--- src/rtl/traffic_phase_ctrl.sv ---
// Single-intersection traffic phase controller: GREEN -> YELLOW -> ALLRED per approach,
// round-robin service of sticky vehicle demand, with emergency-vehicle preemption.
module traffic_phase_ctrl #(
  parameter int NUM_APP   = 4,
  parameter int GREEN_MIN = 20,
  parameter int GREEN_MAX = 60,
  parameter int YELLOW_T  = 5,
  parameter int ALLRED_T  = 2,
  parameter int CNT_W     = 8,
  localparam int IW       = $clog2(NUM_APP)
) (
  input  logic               Clk,
  input  logic               reset,
  input  logic               tick,
  input  logic [NUM_APP-1:0] car_det,
  input  logic               amb_req,
  input  logic [IW-1:0]      amb_dir,
  output logic [NUM_APP-1:0] red,
  output logic [NUM_APP-1:0] yellow,
  output logic [NUM_APP-1:0] green,
  output logic [IW-1:0]      phase,
  output logic               st,
  output logic               amb_active
);

  typedef enum logic [1:0] {
    S_GREEN  = 2'd0,
    S_YELLOW = 2'd1,
    S_ALLRED = 2'd2
  } state_e;

  localparam logic [CNT_W-1:0] GREEN_MIN_C = CNT_W'(GREEN_MIN);
  localparam logic [CNT_W-1:0] GREEN_MAX_C = CNT_W'(GREEN_MAX);
  localparam logic [CNT_W-1:0] YELLOW_C    = CNT_W'(YELLOW_T);
  localparam logic [CNT_W-1:0] ALLRED_C    = CNT_W'(ALLRED_T);

  state_e             state_q, state_d;
  logic [IW-1:0]      phase_q, phase_d;
  logic [CNT_W-1:0]   timer_q, timer_d;
  logic [NUM_APP-1:0] demand_q, demand_d;
  logic               st_q, st_d;
  logic               amb_active_q, amb_active_d;

  logic [NUM_APP-1:0] phase_sel;
  logic [NUM_APP-1:0] entry_sel;
  logic               other_demand;
  logic               changed;
  logic [IW-1:0]      rr_phase;

  // Approach index (p + k) modulo NUM_APP, valid for non-power-of-two NUM_APP.
  function automatic logic [IW-1:0] wrap_add(input logic [IW-1:0] p, input int k);
    logic [IW:0] s;
    s = {1'b0, p} + (IW+1)'(k);
    if (s >= (IW+1)'(NUM_APP)) s = s - (IW+1)'(NUM_APP);
    return s[IW-1:0];
  endfunction

  assign phase_sel    = NUM_APP'(1) << phase_q;
  assign entry_sel    = NUM_APP'(1) << phase_d;
  assign other_demand = |(demand_q & ~phase_sel);

  // Nearest waiting approach after the current one; descending scan lets the closest win.
  always_comb begin
    rr_phase = wrap_add(phase_q, 1);
    for (int k = NUM_APP - 1; k >= 1; k--) begin
      if (demand_q[wrap_add(phase_q, k)]) rr_phase = wrap_add(phase_q, k);
    end
  end

  always_comb begin
    // NOTE: every variable assigned here gets a default first, so no path can infer a latch.
    state_d = state_q;
    phase_d = phase_q;

    unique case (state_q)
      S_GREEN: begin
        if (amb_req) begin
          if (amb_dir != phase_q) state_d = S_YELLOW;
        end else if (other_demand &&
                     ((timer_q >= GREEN_MIN_C) || (timer_q >= GREEN_MAX_C))) begin
          state_d = S_YELLOW;
        end
      end
      S_YELLOW: begin
        if (timer_q == YELLOW_C) state_d = S_ALLRED;
      end
      S_ALLRED: begin
        if (timer_q == ALLRED_C) begin
          state_d = S_GREEN;
          phase_d = amb_req ? amb_dir : rr_phase;
        end
      end
      default: state_d = S_GREEN;
    endcase

    changed = (state_d != state_q) || (phase_d != phase_q);

    // A tick coinciding with a state change is dropped: the new state starts at zero.
    if (changed)                    timer_d = '0;
    else if (tick && timer_q != '1) timer_d = timer_q + CNT_W'(1);
    else                            timer_d = timer_q;

    // The served approach cannot re-arm its own demand while it is green.
    demand_d = demand_q | (car_det & ((state_q == S_GREEN) ? ~phase_sel : '1));
    if (state_d == S_GREEN && state_q != S_GREEN) demand_d = demand_d & ~entry_sel;

    st_d         = changed;
    amb_active_d = (state_d == S_GREEN) && amb_req && (amb_dir == phase_d);
  end

  always_ff @(posedge Clk) begin
    if (reset) begin
      state_q      <= S_GREEN;
      phase_q      <= '0;
      timer_q      <= '0;
      demand_q     <= '0;
      st_q         <= 1'b1;
      amb_active_q <= 1'b0;
    end else begin
      // NOTE: non-blocking assignments so every register samples the pre-edge values.
      state_q      <= state_d;
      phase_q      <= phase_d;
      timer_q      <= timer_d;
      demand_q     <= demand_d;
      st_q         <= st_d;
      amb_active_q <= amb_active_d;
    end
  end

  always_comb begin
    green  = '0;
    yellow = '0;
    red    = ~phase_sel;
    unique case (state_q)
      S_GREEN:  green  = phase_sel;
      S_YELLOW: yellow = phase_sel;
      default:  red    = '1;
    endcase
  end

  assign phase      = phase_q;
  assign st         = st_q;
  assign amb_active = amb_active_q;

endmodule

--- config.mk ---
export PLATFORM = sky130hd
export DESIGN_NAME = traffic_phase_ctrl
export DESIGN_NICKNAME = d
export VERILOG_FILES = /design/src/rtl/traffic_phase_ctrl.sv
export SDC_FILE = /design/constraint.sdc
export NUM_CORES = 1
export LEC_CHECK = 0
export BUFFER_PORTS_ARGS = -buffer_cell sky130_fd_sc_hd__buf_2
export CORE_MARGIN = 5
export CORE_UTILIZATION = 45
export CTS_CLUSTER_DIAMETER = 100
export DETAILED_ROUTE_END_ITERATION = 8
export HOLD_SLACK_MARGIN = 0.08
export PLACE_DENSITY = 0.68
export SKIP_CTS_REPAIR_TIMING = 1
export SLEW_MARGIN = 20
export SYNTH_ARGS = -nofsm -noshare
export SYNTH_HDL_FRONTEND = slang
export SYNTH_SLANG_ARGS = --single-unit
--- constraint.sdc ---
create_clock -name Clk -period 2.4 [get_ports Clk]
set_input_delay 0.24 -clock Clk [delete_from_list [all_inputs] [get_ports Clk]]
set_output_delay 0.24 -clock Clk [all_outputs]
set_load 0.03 [all_outputs]
Word level (Yosys, flattened, before mapping)
Index checks and enable logic that the tools add are counted. Widths: inputs -> output; s select.

Bits in registers: 18. Latch bits: 0. RAM bits: 0. Input bits: 10. ROM bits: 0. Logic and storage cells: 77. Memories: 0. Output and inout bits: 16.

Divide/modulo/power cells: 0. Add/sub/neg operators: 7. Mux-type cells: 26. $mul: 0. Shift operators: 2. Bitwise gates (word level): 6. Reductions and logical operators: 13. Magnitude comparators: 8. Equal/unequal tests: 9.

Operators by type and width (number): $mux 2 (14); $mux 4 (5); $and 4x4->4 (3); $ge 3x3->1 const B (3); $lt 2x3->1 const B (3); $add 8x1->8 const B (1); $eq 8x2->1 const B (1); $eq 8x3->1 const B (1); $ge 8x5->1 const B (1); $ge 8x6->1 const B (1); $ne 8x8->1 const B (1); $not 4->4 (2); $shl 1x2->4 const A (2); $add 2x2->3 const B (2); $bmux 1 s2 (3); $ne 2x2->1 (3); $pmux 2 s3 (1); $sub 2x1->2 const B (3); $logic_and 1x1->1 (5); $logic_not 2->1 (2); $or 4x4->4 (1); $reduce_or 2->1 (2); $reduce_or 4->1 (1); $add 2x1->3 const B (1); other kinds (6) (9).

Longest topological paths before layout
Gate-level depths: netlist of the first run.

Depth in word-level cells: 15. Gate-level depth with buffers: 9. Gate-level depth less buffers: 7.

Worst setup path after synthesis of the first run
OpenSTA, ideal clock, no wires.

Path kind: register -> register. Start point: register phase_q[1] (netlist: phase[1]). End point: register demand_q[1]. Cell stages (with the launch flop): 9. Setup time: 0.091 ns. Data arrival time: 2.285 ns. Path slack: 0.024 ns. Clock period less this slack: 2.376 ns. Path buffers: 1. Required time: 2.309 ns. Path through: dfxtp_1 buf_4 inv_1 ha_1 mux4_2 or3_1 a41oi_2 a21oi_2 a311oi_1.

Word-level cells in the longest chain between the ends: 15. Elaborated cells between the ends (all ways): 43. Classes of those cells: add/sub (6); order compare (3); eq/ne (1); shift (2); mux (21); bitwise (6); reduce/logical (4).

Ends and longest elaborated chain: start: declaration (RTL line 38) `logic [IW-1:0] phase_q, phase_d;`; start signal: assignment (RTL line 122) `phase_q <= phase_d;`; $add 2x2->3 (RTL line 53) `s = {1'b0, p} + (IW+1)'(k);`; $ge 3x3->1 or $sub 2x1->2 (tied branches) (RTL line 54) `if (s >= (IW+1)'(NUM_APP)) s = s - (IW+1)'(NUM_APP);`; $mux 2 (RTL line 54); $bmux 1 s2 (RTL line 66) `if (demand_q[wrap_add(phase_q, k)]) rr_phase = wrap_add(phase_q, k);`; $mux 1 (implied by the code) (RTL line 66); $mux 2 (3 in series) (RTL line 66); $mux 2 (RTL line 90) `phase_d = amb_req ? amb_dir : rr_phase;`; $mux 2 (RTL line 88) `if (timer_q == ALLRED_C) begin`; $mux 2 (RTL line 75) `unique case (state_q)`; $shl 1x2->4 (RTL line 59) `assign entry_sel = NUM_APP'(1) << phase_d;`; $not 4->4 (RTL line 105) `if (state_d == S_GREEN && state_q != S_GREEN) demand_d = demand_d & ~entry_sel;`; $and 4x4->4 (RTL line 105); $mux 4 * (RTL line 105); end signal: assignment (RTL line 124) `demand_q <= demand_d;`; end: declaration (RTL line 40) `logic [NUM_APP-1:0] demand_q, demand_d;`.

Every way passes the cells marked *; elsewhere a longest branch is shown, timed or not. The select of a mux whose other input is x is not followed. A chain may end at the register's enable or synchronous reset.

Final worst setup path of the first run
Start point: register phase_q[1] (netlist: phase[1]). End point: register demand_q[3].

The elaborated chain is that of the path after synthesis.

==> results.md, run 1 <==
- Max_slew headroom: 66.2%
- Seq/Total Area, Yosys: 28.9%
- Starting DRC count in detailed routing: 51
- RSZ-0062 raised after global routing: false
- CP Capture Type: register
- Post-synthesis cell count: 149
- Leakage dissipation: 0.589 nW
- Maximum clock path buffer count: 2
- Sw Share: 26.7%
- H-tree depth: 1
- Antenna Cells: 0
- Remaining DRCs: 0
- Worst path bufs/invs: 1
- Die Width: 62.7 um
- Slew Viols, Final: 0
- Post-DP HPWL: 2.26 mm
- Clk sinks: 18
- Syn_nets: 167
- Final period util: 91.3%
- Status: finished, final reports clean
- Die area: 3930 sq um
- Yosys reg bits: 18
- CP max-delay cell: dfxtp_2
- Final #Nets: 195
- First drt pass iteration count: 4
- Final min period: 2.19 ns
- Synthesis-to-finish area growth: 15.2%
- Clock-pin slew on the worst setup and hold paths: 0.10 ns
- Core Footprint: 2710 sq um
- Overflow after GRT: 0
- Mapped Avg Cell Area: 8.38 sq um
- Row cnt: 19
- Distinct cells, synth: 44
- Number of vias per cell: 5.49
- Antenna violations before repair: 0
- Post-synth design cell area: 1250 sq um
- F_max: 0.456 GHz
- Cell Pwr Density: 416 nW/um^2
- Total track usage: 15.1%
- Critical Path Start Type: register
- CTS root buf: clkbuf_4
- Worst-Margin Slew: 0.499 ns
- NetSw: 0.160 mW
- Commonest non-fill, non-tap cell in the layout: nor2_1
- Post-route ant nets: 0
- Number of synthesized flops with an enable pin: 0
- I/O pin cnt: 26
- Final Power: 0.599 mW
- Vias in the first global route: 1,128
- Max-Cap Viols: 0
- I/O Buffers: 25
- TNS Setup: 0 ns
- First-pass GRT wire length: 4.97 mm
- Layout Skew: 0.00124 ns
- Comb pwr share: 15.0%
- Hold Slack: 0.235 ns
- YS warnings: 0
- Internal power: 0.439 mW
- Worst skew pair latency: 0.29 ns
- TritonCTS Buffers: 3
- Final hold violations: 0
- CTS tree: yes
- Die height: 62.7 um
- Setup Viol. Count Final: 0
- Critical path's top delay family: compound AO/OA/AOI/OAI gates
- Hold crit path type: in2reg
- Total number of vias: 1,136
- Largest net degree at the start of global routing: 12
- Crit-path max FO: 6
- Primary FF master, synth: dfxtp_1
- Ys async rst share: 0%
- Routability cong.: 0.875
- CP required: 2.60 ns
- Sequential share of power: 54.3%
- Worst stage delay on the critical path: 0.40 ns
- Critical path, cell by cell: inv_1, ha_1, mux4_2, or3_1, a41oi_2, a21oi_2, a311oi_1
- Worst path arrival time: 2.39 ns
- Max VDD drop: 460 uV
- Routed wire per std cell: 13.6 um
- Critical path class: reg2reg
- Proportion of layout cells with a drive suffix above 1: 25.0%
- Starting density of the core: 46.1%
- Power share of the clock group: 30.7%
- Most frequent cells in the layout: nor2_1 (26), buf_2 (25), dfxtp_1 (16), nor2b_1 (8), ha_1 (8)
- DRT Wirelength: 2.81 mm
power groups by stage:
| stage | logic [mW] | clock network (mW) | registers (mW) |
|---|---|---|---|
| after floorplan | 0.0686 | 0 | 0.329 |
| after global placement | 0.0877 | 0 | 0.331 |
| after detailed placement | 0.0894 | 0 | 0.332 |
| after CTS | 0.0899 | 0.191 | 0.324 |
| after global routing | 0.102 | 0.203 | 0.328 |
| final | 0.0900 | 0.184 | 0.325 |
cell families after synthesis:
family	after synthesis	share of synthesized area, %
XOR/XNOR	7	4.91
AO/OA/AOI/OAI	32	18.8
adder cells (fa/ha/maj)	8	8.02
flip-flops	18	28.9
AND/OR/NAND/NOR	63	26.4
buffers and inverters	14	6.21
multiplexers	7	6.81
metrics by stage:
stage | cells | setup slack [ns] | cell area [sq um] | util [%]
floorplan | 149 | 0.0237 | 1250 | -
global route | 207 | 0.00399 | 1440 | 53.1
detailed placement | 203 | 0.0729 | 1400 | 51.6
CTS | 207 | 0.0338 | 1440 | 53.0
finish | 207 | 0.209 | 1440 | 53.1
global placement | 203 | 0.134 | 1400 | 51.6
final cells by class:
type / count / area [sq um]
fill: 263 / 1270
multi-input combinational: 117 / 812
sequential: 18 / 363
timing repair buffer: 30 / 163
tap: 31 / 38.8
clock buffer: 4 / 36.3
inverter: 7 / 26.3
path summary, 6_finish.rpt:
path / to / from / cells past startpoint / slack [ns]
worst max-delay path: demand_q[3] / phase[1] / 7 / 0.21
worst min-delay path: phase[0] / reset / 2 / 0.23
worst max register to register: demand_q[3] / phase[1] / 7 / 0.21
worst min register to register: timer_q[5] / timer_q[5] / 2 / 0.53
worst reg2reg max path, stage by stage (launching register included):
cell and delay, ns:
dfxtp_2 0.40, inv_1 0.09, ha_1 0.34, mux4_2 0.32, or3_1 0.38, a41oi_2 0.25
a21oi_2 0.05, a311oi_1 0.27
layer usage:
| metal | share of wire [%] | vias to the layer above | global-route usage, % |
|---|---|---|---|
| met3 | 6.6 | 2 | 3.78 |
| met4 | 0.71 | 0 | 6.10 |
| met1 | 43 | 522 | 18.2 |
| met5 | 0 | - | 0 |
| li1 | - | 578 | - |
| met2 | 50 | 34 | 25.3 |
state kept, by name, summed over array words and instances, names as in the netlist:
signal and flops:
st 1, amb_active 1, demand_q 4, phase 2, state_q 2, timer_q 8
Yosys cell counts (all sizes together), types with 2 or more instances:
master / instances / share of area (%)
a211oi: 2 / 1.2
clkbuf: 2 / 0.70
nor2: 26 / 7.8
o31ai: 2 / 1.2
mux2: 2 / 1.8
nand3: 4 / 1.6
a41oi: 2 / 2.0
xor2: 4 / 2.8
and3: 3 / 1.5
a21oi: 8 / 3.5
nor3: 4 / 2.9
nor2b: 8 / 4.0
buf: 5 / 3.4
nand2: 5 / 1.5
ha: 8 / 8.0
or3: 3 / 1.5
dfxtp: 18 / 29
o21ai: 6 / 2.4
mux2i: 4 / 3.2
nand2b: 5 / 2.5
inv: 7 / 2.1
xnor2: 3 / 2.1
a311oi: 4 / 2.8
No activity file was read; power rests on OpenSTA's default activity.
==> run 2: changes to the inputs <==
==> constraint.sdc (replaced) <==
create_clock -name Clk -period 2.1 [get_ports Clk]
set_input_delay 0.21 -clock Clk [delete_from_list [all_inputs] [get_ports Clk]]
set_output_delay 0.21 -clock Clk [all_outputs]
set_load 0.03 [all_outputs]
==> results.md, run 2 (synthesis gave the netlist of run 1 again) <==
- Row cnt: 19
- Worst path bufs/invs: 1
- Worst skew pair latency: 0.29 ns
- CP max-delay cell: dfxtp_4
- DRT Wirelength: 3.30 mm
- CTS root buf: clkbuf_4
- Hold crit path type: in2reg
- Clock-pin slew on the worst setup and hold paths: 0.11 ns
- Critical Path Start Type: register
- R2R Setup Slk: 0.01 ns
- CP Capture Type: register
- Max VDD drop: 385 uV
- Die height: 62.7 um
- First drt pass iteration count: 4
- Comb pwr share: 17.3%
- Worst-Margin Slew: 0.454 ns
- Worst setup endpoint: demand_q[1]
- Worst path arrival time: 2.27 ns
- Die area: 3930 sq um
- Largest register by flop count: timer_q
- Internal power: 0.507 mW
- H-tree depth: 1
- Final Power: 0.701 mW
- Largest net degree at the start of global routing: 12
- Place WS: 0.0239 ns
- Crit-path max FO: 6
- Setup Viol. Count Final: 0
- Number of vias per cell: 5.69
- Starting density of the core: 46.1%
- Final hold violations: 0
- Overflow after GRT: 0
- Biggest regs: timer_q (8), demand_q (4)
- Final min period: 2.09 ns
- Cell Pwr Density: 454 nW/um^2
- Remaining DRCs: 0
- CP required: 2.29 ns
- Synthesis-to-finish area growth: 23.6%
- Leakage dissipation: 0.635 nW
- Total number of vias: 1,217
- Most frequent cells in the layout: nor2_1 (26), buf_2 (25), dfxtp_1 (16), buf_4 (10), nor2b_1 (8)
- Critical path class: reg2reg
- Worst stage delay on the critical path: 0.41 ns
- Layout Cells excl Fill: 214
- Placed cell count: 206
- Sequential share of power: 52.5%
- NetSw: 0.194 mW
- Layout Skew: 0.0106 ns
- Commonest non-fill, non-tap cell in the layout: nor2_1
- I/O pin cnt: 26
- Max-Cap Viols: 0
- Critical Path Source: phase[0]
- F_max: 0.479 GHz
- Maximum clock path buffer count: 2
- Die Width: 62.7 um
- Max_slew headroom: 69.3%
- CTS tree: yes
- Path depth of the worst reg2reg path: 7
- Final #Nets: 202
- Routability cong.: 0.849
- Critical path, cell by cell: inv_2, ha_4, mux4_2, or3_1, a41oi_2, a21oi_2, a311oi_1
- I/O Buffers: 25
- Post-route ant nets: 0
- Sw Share: 27.7%
- Power share of the clock group: 30.2%
- Antenna violations before repair: 0
- Slew Viols, Final: 0
- Core Footprint: 2710 sq um
- Final period util: 99.4%
- First-pass GRT wire length: 5.20 mm
- Clk sinks: 18
- Vias in the first global route: 1,158
- Final core occ: 57.0%
- CP Depth: 7
- Total track usage: 15.8%
- Worst setup margin: 0.0128 ns
- Proportion of layout cells with a drive suffix above 1: 31.1%
- TritonCTS Buffers: 3
- Critical path's top delay family: compound AO/OA/AOI/OAI gates
- Largest register FFs: 8
- R2R Path End: demand_q[1]
- Fill count: 251
- Antenna Cells: 0
- Starting DRC count in detailed routing: 63
- Routed wire per std cell: 15.4 um
- Worst R2R Start: phase[0]
- Status: finished, final reports clean
- Post-DP HPWL: 2.37 mm
run 2: changes by cell type in the layout (fill, tap and decap cells not counted), sizes merged:
cell,delta
buf,+6
a2111o,+1
run 2: final cells by class:
cell class	instances	area, sq um	share of cell area, %
Clock buffer	4	36.3	2.35
Inverter	7	26.3	1.70
Multi-Input combinational cell	118	863	55.9
Sequential cell	18	368	23.8
Tap cell	31	38.8	2.51
Timing Repair Buffer	36	211	13.7
run 2: worst min-delay path by stage:
stage                           from          to  slack [ns]  depth (start not counted)
after floorplan                reset    phase[0]        0.47                          2
after global placement    timer_q[5]  timer_q[5]        0.49                          2
after detailed placement       reset    phase[0]        0.51                          2
after CTS                      reset  state_q[0]        0.20                          2
after global routing           reset  state_q[0]        0.24                          2
final                          reset  state_q[0]        0.24                          2
run 2: power by group through the flow:
stage | clock network [mW] | registers, mW | logic (mW)
floorplan | 0 | 0.373 | 0.0784
finish | 0.212 | 0.368 | 0.121
global placement | 0 | 0.375 | 0.109
detailed placement | 0 | 0.375 | 0.110
global route | 0.233 | 0.371 | 0.133
CTS | 0.214 | 0.368 | 0.111
run 2: through the flow:
step	TNS, ns	instance area, sq um	hold slack [ns]
detailed placement	0	1440	0.512
global route	-0.109	1540	0.241
global placement	0	1440	0.489
finish	0	1540	0.236
floorplan	0	1270	0.468
CTS	-0.0138	1480	0.197
run 2: routing by layer:
layer,up-vias,global-route usage [%],routed length [um]
met3,4,3.42,267
met1,567,20.2,1410
li1,597,-,-
met5,-,0,0
met4,0,5.57,41
met2,49,26.0,1580
==> run 3: changes to the inputs <==
==> constraint.sdc (replaced) <==
create_clock -name Clk -period 2.65 [get_ports Clk]
set_input_delay 0.265 -clock Clk [delete_from_list [all_inputs] [get_ports Clk]]
set_output_delay 0.265 -clock Clk [all_outputs]
set_load 0.03 [all_outputs]
==> results.md, run 3 (synthesis gave the netlist of run 1 again) <==
- Total number of vias: 1,115
- Commonest non-fill, non-tap cell in the layout: nor2_1
- Path depth of the worst reg2reg path: 7
- Power share of the clock group: 30.8%
- Post-DP HPWL: 2.17 mm
- Worst stage delay on the critical path: 0.55 ns
- Internal power: 0.397 mW
- Comb pwr share: 14.9%
- Critical path, cell by cell: inv_1, ha_1, mux4_2, or3_1, a41oi_2, a21oi_2, a311oi_1
- Critical path class: reg2reg
- Die Width: 62.7 um
- Largest net degree at the start of global routing: 12
- Row cnt: 19
- Cell Pwr Density: 386 nW/um^2
- H-tree depth: 1
- First drt pass iteration count: 6
- CTS tree: yes
- Max VDD drop: 297 uV
- First-pass GRT wire length: 4.61 mm
- Sequential share of power: 54.4%
- TNS Setup: 0 ns
- I/O Buffers: 25
- Largest register by flop count: timer_q
- Critical Path Start Type: register
- Layout Skew: 0.00244 ns
- Vias in the first global route: 1,036
- F_max: 0.408 GHz
- Setup Viol. Count Final: 0
- Hold crit path type: in2reg
- Total track usage: 13.9%
- CP required: 2.85 ns
- Leakage dissipation: 0.568 nW
- Clock-pin slew on the worst setup and hold paths: 0.10 ns
- Fill count: 264
- Starting density of the core: 46.1%
- Routed wire per std cell: 13.6 um
- Antenna violations before repair: 0
- Most frequent cells in the layout: nor2_1 (26), buf_2 (25), dfxtp_1 (18), nor2b_1 (8), ha_1 (8)
- CTS root buf: clkbuf_4
- Core Footprint: 2710 sq um
- Worst path arrival time: 2.65 ns
- Synthesis-to-finish area growth: 12.5%
- Final hold violations: 0
- CP max-delay cell: dfxtp_1
- R2R Setup Slk: 0.20 ns
- Max_slew headroom: 64.3%
- Slew Viols, Final: 0
- CP Capture Type: register
- Final period util: 92.4%
- DRT Wirelength: 2.76 mm
- Post-route ant nets: 0
- Final #Nets: 191
- Die area: 3930 sq um
- Place WS: 0.252 ns
- Worst skew pair latency: 0.29 ns
- Critical Path Source: phase[1]
- Starting DRC count in detailed routing: 48
- Die height: 62.7 um
- Sw Share: 26.8%
- TritonCTS Buffers: 3
- Max-Cap Viols: 0
- Antenna Cells: 0
- NetSw: 0.145 mW
- RSZ-0062 raised after global routing: false
- Worst setup endpoint: demand_q[1]
- Worst setup margin: 0.201 ns
- Crit-path max FO: 10
- Remaining DRCs: 0
- Status: finished, final reports clean
- Overflow after GRT: 0
- Biggest regs: timer_q (8), demand_q (4)
- Clk sinks: 18
- Final min period: 2.45 ns
- Worst-Margin Slew: 0.529 ns
- Worst R2R Start: phase[1]
- Routability cong.: 0.922
- Maximum clock path buffer count: 2
- Proportion of layout cells with a drive suffix above 1: 22.1%
- R2R Path End: demand_q[1]
- Number of vias per cell: 5.49
- Largest register FFs: 8
- I/O pin cnt: 26
==> run 3: critical path: cells and delay by family, from the launching register on <==
| kind | cells | cell delay (ns) |
|---|---|---|
| mux | 1 | 0.33 |
| fa+ha+maj | 1 | 0.37 |
| simple gates | 1 | 0.38 |
| compound gates | 3 | 0.57 |
| flops | 1 | 0.55 |
| buf+inv | 1 | 0.16 |
==> run 3: metrics by stage <==
stage	power, mW	util [%]	instances	cell area (sq um)	hold WS, ns
4_1_cts	0.548	51.8	203	1410	0.256
2_1_floorplan	0.360	-	149	1250	0.478
6_report	0.542	51.8	203	1410	0.274
3_3_place_gp	0.380	50.5	199	1370	0.498
3_5_place_dp	0.381	50.5	199	1370	0.523
5_1_grt	0.571	51.8	203	1410	0.265
==> run 3: power groups by stage <==
stage | registers, mW | logic [mW] | clock network (mW)
floorplan | 0.298 | 0.0621 | 0
global placement | 0.301 | 0.0797 | 0
detailed placement | 0.301 | 0.0804 | 0
CTS | 0.294 | 0.0809 | 0.173
global route | 0.297 | 0.0898 | 0.184
finish | 0.295 | 0.0806 | 0.167
==> run 3: worst min path at each step <==
stage | startpoint | endpoint | cells past startpoint
after floorplan | timer_q[5] | timer_q[5] | 2
after global placement | timer_q[5] | timer_q[5] | 2
after detailed placement | timer_q[5] | timer_q[5] | 2
after CTS | reset | state_q[0] | 2
after global routing | reset | state_q[1] | 2
final | reset | state_q[1] | 2
==> run 3: layout make-up <==
class	instances	area, sq um	share of cell area [%]
Clock buffer	4	36.3	2.58
Inverter	7	26.3	1.87
Multi-Input combinational cell	117	811	57.7
Sequential cell	18	360	25.6
Tap cell	31	38.8	2.76
Timing Repair Buffer	26	133	9.44
==> run 3: per-layer routing <==
metal | share of wire [%] | routed length, um | global-route usage (%)
met1 | 45 | 1230 | 17.0
met2 | 47 | 1300 | 23.1
met3 | 7.5 | 206 | 3.78
met4 | 0.51 | 14 | 4.77
met5 | 0 | 0 | 0
